[config.mk]
export PLATFORM = sky130hd
export DESIGN_NAME = switch_debounce_ctrl_flat
export DESIGN_NICKNAME = d
export VERILOG_FILES = /design/src/rtl/switch_debounce_ctrl_if.sv /design/src/rtl/switch_debounce_ctrl.sv /design/src/flat_wrapper.sv
export SDC_FILE = /design/constraint.sdc
export NUM_CORES = 1
export LEC_CHECK = 0
export CORE_ASPECT_RATIO = 2
export CORE_MARGIN = 2
export CORE_UTILIZATION = 57
export DETAILED_ROUTE_END_ITERATION = 10
export GPL_TIMING_DRIVEN = 0
export HOLD_SLACK_MARGIN = 0.1
export PLACE_DENSITY = 0.79
export RECOVER_POWER = 50
export SYNTH_ARGS = -nofsm -noshare
export SYNTH_HDL_FRONTEND = slang
export SYNTH_SLANG_ARGS = --single-unit
export TNS_END_PERCENT = 30
[constraint.sdc]
create_clock -name CLK -period 2.3 [get_ports CLK]
set_input_delay 0.46 -clock CLK [delete_from_list [all_inputs] [get_ports CLK]]
set_output_delay 0.46 -clock CLK [all_outputs]
set_load 0.01 [all_outputs]
[src/rtl/switch_debounce_ctrl_if.sv]
// Bundles the switch-side signals of the debounce controller: raw inputs and run
// enable in, clean levels plus edge pulses and per-channel busy flags out.
interface switch_debounce_ctrl_if #(
  parameter int N = 4
);
  logic         EN;
  logic [N-1:0] SW;
  logic [N-1:0] STATE;
  logic [N-1:0] RISE;
  logic [N-1:0] FALL;
  logic [N-1:0] BUSY;

  modport master (
    output EN, SW,
    input  STATE, RISE, FALL, BUSY
  );

  modport slave (
    input  EN, SW,
    output STATE, RISE, FALL, BUSY
  );
endinterface

[src/rtl/switch_debounce_ctrl.sv]
// Multi-channel switch debouncer: synchronise raw inputs, sample them on a shared
// prescaler tick, and accept a level only after STABLE_CNT agreeing samples.
module switch_debounce_ctrl #(
  parameter int N          = 4,
  parameter int TICK_DIV   = 1000,
  parameter int STABLE_CNT = 8
) (
  input  logic                   CLK,
  input  logic                   RST,
  switch_debounce_ctrl_if.slave  bus
);

  localparam int PW = (TICK_DIV > 1) ? $clog2(TICK_DIV) : 1;
  localparam int CW = $clog2(STABLE_CNT + 1);
  localparam logic [PW-1:0] LASTDIV = PW'(TICK_DIV - 1);
  localparam logic [CW-1:0] LASTCNT = CW'(STABLE_CNT - 1);

  typedef enum logic {
    STABLE  = 1'b0,
    PENDING = 1'b1
  } chan_state_t;

  logic [N-1:0]  s1;
  logic [N-1:0]  ss;
  logic [PW-1:0] presc;
  logic          tick;
  chan_state_t   fsm [N];
  logic [CW-1:0] cnt [N];
  logic [N-1:0]  state;
  logic [N-1:0]  rise;
  logic [N-1:0]  fall;
  logic [N-1:0]  busy;

  always_ff @(posedge CLK) begin
    if (RST) begin
      s1 <= '0;
      ss <= '0;
    end else begin
      s1 <= bus.SW;
      ss <= s1;
    end
  end

  // The prescaler keeps its count while disabled, so a frozen channel resumes mid-interval.
  always_ff @(posedge CLK) begin
    if (RST) begin
      presc <= '0;
    end else if (bus.EN) begin
      if (presc == LASTDIV) begin
        presc <= '0;
      end else begin
        presc <= presc + 1'b1;
      end
    end
  end

  assign tick = bus.EN && (presc == LASTDIV);

  always_ff @(posedge CLK) begin
    if (RST) begin
      for (int i = 0; i < N; i++) begin
        fsm[i] <= STABLE;
        cnt[i] <= '0;
      end
      state <= '0;
      rise  <= '0;
      fall  <= '0;
      busy  <= '0;
    end else begin
      rise <= '0;
      fall <= '0;
      for (int i = 0; i < N; i++) begin
        if (tick) begin
          case (fsm[i])
            STABLE: begin
              if (ss[i] != state[i]) begin
                if (STABLE_CNT == 1) begin
                  state[i] <= ss[i];
                  rise[i]  <= ss[i];
                  fall[i]  <= ~ss[i];
                end else begin
                  fsm[i]  <= PENDING;
                  cnt[i]  <= CW'(1);
                  busy[i] <= 1'b1;
                end
              end
            end
            PENDING: begin
              // A sample that agrees with the current level means the change was a glitch.
              if (ss[i] == state[i]) begin
                fsm[i]  <= STABLE;
                cnt[i]  <= '0;
                busy[i] <= 1'b0;
              end else if (cnt[i] == LASTCNT) begin
                state[i] <= ss[i];
                rise[i]  <= ss[i];
                fall[i]  <= ~ss[i];
                fsm[i]   <= STABLE;
                cnt[i]   <= '0;
                busy[i]  <= 1'b0;
              end else begin
                cnt[i] <= cnt[i] + 1'b1;
              end
            end
            default: begin
              fsm[i]  <= STABLE;
              cnt[i]  <= '0;
              busy[i] <= 1'b0;
            end
          endcase
        end
      end
    end
  end

  assign bus.STATE = state;
  assign bus.RISE  = rise;
  assign bus.FALL  = fall;
  assign bus.BUSY  = busy;

endmodule

[src/flat_wrapper.sv]
// flat-port wrapper written by rule: the top's interface ports become plain ports
module switch_debounce_ctrl_flat 
#(
  parameter int N          = 4,
  parameter int TICK_DIV   = 1000,
  parameter int STABLE_CNT = 8
)
  (CLK, RST, bus_EN, bus_SW, bus_STATE, bus_RISE, bus_FALL, bus_BUSY);
  switch_debounce_ctrl_if #(.N(N)) bus_i ();
  input  logic CLK;
  input  logic RST;
  input wire logic [$bits(bus_i.EN)-1:0] bus_EN;
  input wire logic [$bits(bus_i.SW)-1:0] bus_SW;
  output wire logic [$bits(bus_i.STATE)-1:0] bus_STATE;
  output wire logic [$bits(bus_i.RISE)-1:0] bus_RISE;
  output wire logic [$bits(bus_i.FALL)-1:0] bus_FALL;
  output wire logic [$bits(bus_i.BUSY)-1:0] bus_BUSY;
  assign bus_i.EN = bus_EN;
  assign bus_i.SW = bus_SW;
  assign bus_STATE = bus_i.STATE;
  assign bus_RISE = bus_i.RISE;
  assign bus_FALL = bus_i.FALL;
  assign bus_BUSY = bus_i.BUSY;
  switch_debounce_ctrl #(.N(N), .TICK_DIV(TICK_DIV), .STABLE_CNT(STABLE_CNT)) u_core (.CLK(CLK), .RST(RST), .bus(bus_i));
endmodule
==> metrics <==
DP Wirelength=3850 µm; Ant. Diodes=0; hold buffers post-CTS=0; status=completed; Hold WC Path Type=register to register; Post-Route WL=5280 µm; Max Root-Sink Buffers=2; Vias=1942; worst-path cell chain=ha_1 > nand3_1 > or4_4 > buf_2 > nor3_1; Initial Utilization=0.590; Syn Area/Cell=10.6 µm²; Crit path max-delay family=simple AND/OR/NAND/NOR gates; slowest stage delay, CP=0.62 ns; Arr. time, crit path=2.27 ns; total negative slack=0 ns; crit path capture type=register; post-synthesis cell type count=41; GRT Total Usage=0.227; Final Power=1.68 mW; FILL cells=385; Rel. slew slack=0.572; fmax=469 MHz; clk_lat worst skew=0.31 ns; CTS tree=built; Avg WL per Cell=16.3 µm; most used flip-flop cell after synthesis=dfxtp_1; Syn. warnings=0; Max stage delay cell, worst path=or4_4; Power Dens Cells=575 nW/µm²; total gr overflow=0; cells after synthesis=241; WP buf/inv=1; Num CTS Buffers=5; period utilization=0.928; root buffer cell=clkbuf_8; CTS-repair resized insts=0; crit-path max FO=10; initial antenna violation count=0; clock sink count=54; Synth async-reset ratio=0; CP Depth=5; Worst R2R Path Depth=5; FP Rows=34; share of cells above drive strength 1=0.107; final setup fails=0; critical path type=register to register; measured slew at the worst slew-check pin=0.634 ns; H-tree levels=2; unrepaired setup endpoints after global routing=no; vias in the first global route=1942; Final min period=2.13 ns; pin count of the biggest net entering global routing=18; first-pass GRT wire length=8850 µm; Multi-input gate area=1170 µm²; remaining design rule violation count=0; Syn Nets=253; die footprint=5080 µm²; Max Cap Viol=0; Die X=51.4 µm; Chip Height=98.8 µm; Port Buf Inserts=21; FF+latch count, synth=54; antenna viol nets, final=0; Post-CTS Setup Bufs=0; 1st-iter DRT viols=53; nets=281; Post-synth EDFFs=20; vias per cell=5.99; gp weighted congestion=0.781; DRT Pass-1 Iters=4; kind of start point of the critical path=register; Clock Skews=0.00987 ns; register area=1280 µm²; Pleak=1.00 nW; Core Area=4340 µm²; Area Growth Syn to Fin=13.8%; worst path required time=2.44 ns; endpoints failing hold=0; Max IR drop VDD=461 µV; I/O Pins=23; worst hold stages=1; max-slew violations=0; sequential area share after synthesis=0.500; Post-Syn Area=2560 µm²; CTS clock-pin slew for the worst setup and hold paths=0.09 ns
==> stage by stage <==
step / std cells / hold slack [ns] / area, µm² / setup slack (ns) / util
2_1_floorplan: 241 / 0.414 / 2560 / 0.435 / -
3_3_place_gp: 316 / 0.432 / 2840 / -0.111 / 0.654
3_5_place_dp: 316 / 0.440 / 2840 / -0.125 / 0.654
4_1_cts: 324 / 0.460 / 2930 / 0.0157 / 0.675
5_1_grt: 324 / 0.465 / 2920 / 0.0231 / 0.672
6_report: 324 / 0.453 / 2920 / 0.166 / 0.672
==> cell usage in the layout, fill, tap and decap left out, types with 5 or more instances in the layout <==
cell type and n:
dfxtp_1 34, edfxtp_1 20, dlygate4sd3_1 16, nor3_1 14, nor2b_1 13, inv_1 12
nand3_1 11, nor2_1 10, nand2_1 10, xor2_1 9, o41ai_1 9, nand3b_1 8
nand4b_1 8, a21oi_1 8, clkbuf_1 7, xnor2_1 6, a2111oi_0 5, ha_1 5
clkbuf_8 5, clkdlybuf4s50_1 5
==> layer usage <==
metal / track usage / part of all wire / vias to the layer above
met4: 0.107 / 0.030 / 0
met3: 0.0379 / 0.028 / 13
met5: 0 / 0 / -
met1: 0.245 / 0.40 / 936
met2: 0.411 / 0.54 / 33
li1: - / - / 960
==> cell type report <==
| cell class | count | area share |
|---|---|---|
| plain buffers | 11 | 0.0180 |
| clock buffers | 5 | 0.0236 |
| clock inverters | 3 | 0.00687 |
| inverters | 13 | 0.0167 |
| multi-input cells | 163 | 0.400 |
| flip-flops and latches | 54 | 0.439 |
| well taps | 54 | 0.0232 |
| repair buffers | 21 | 0.0721 |
==> synthesized netlist by cell type, types with 9 or more instances <==
cell / number / area share
dfxtp_1: 34 / 0.27
nor3_1: 14 / 0.027
nand2_1: 10 / 0.015
nand3_1: 11 / 0.021
nor2b_1: 13 / 0.032
nor2_1: 10 / 0.015
inv_1: 12 / 0.018
edfxtp_1: 20 / 0.23
xor2_1: 9 / 0.031
o41ai_1: 9 / 0.031
==> final timing paths <==
| kind | from | end | slack (ns) |
|---|---|---|---|
| min reg2reg | u_core.s1[2] | u_core.ss[2] | 0.45 |
| max | u_core.presc[0] | u_core.cnt[2][1] | 0.17 |
| max reg2reg | u_core.presc[0] | u_core.cnt[2][1] | 0.17 |
| min | u_core.s1[2] | u_core.ss[2] | 0.45 |
==> sequential cells by signal, summed over array words and instances (netlist names) <==
name,cells
u_core.cnt,16
u_core.presc,10
u_core.bus.BUSY,4
u_core.bus.FALL,4
u_core.bus.RISE,4
u_core.bus.STATE,4
u_core.fsm,4
u_core.s1,4
u_core.ss,4
==> power by group <==
group	switching (mW)	internal [mW]	total (mW)
sequential	0.0251	1.02	1.04
combinational	0.0563	0.0487	0.105
clock	0.314	0.216	0.530
==> logic make-up (layout without fill, tap and decap cells) <==
family	Yosys count	in the layout	synth area share
adder cells (fa/ha/maj)	5	5	0.0244
flip-flops	54	54	0.500
AND/OR/NAND/NOR	101	101	0.256
buffers and inverters	24	53	0.0396
multiplexers	1	1	0.00391
AO/OA/AOI/OAI	41	41	0.124
XOR/XNOR	15	15	0.0513
==> worst register-to-register path, cell delays in order, from the launching register on <==
cell	delay, ns
dfxtp_1	0.38
ha_1	0.19
nand3_1	0.34
or4_4	0.62
buf_2	0.22
nor3_1	0.23
Note: power is estimated with default switching activity, not from simulation.
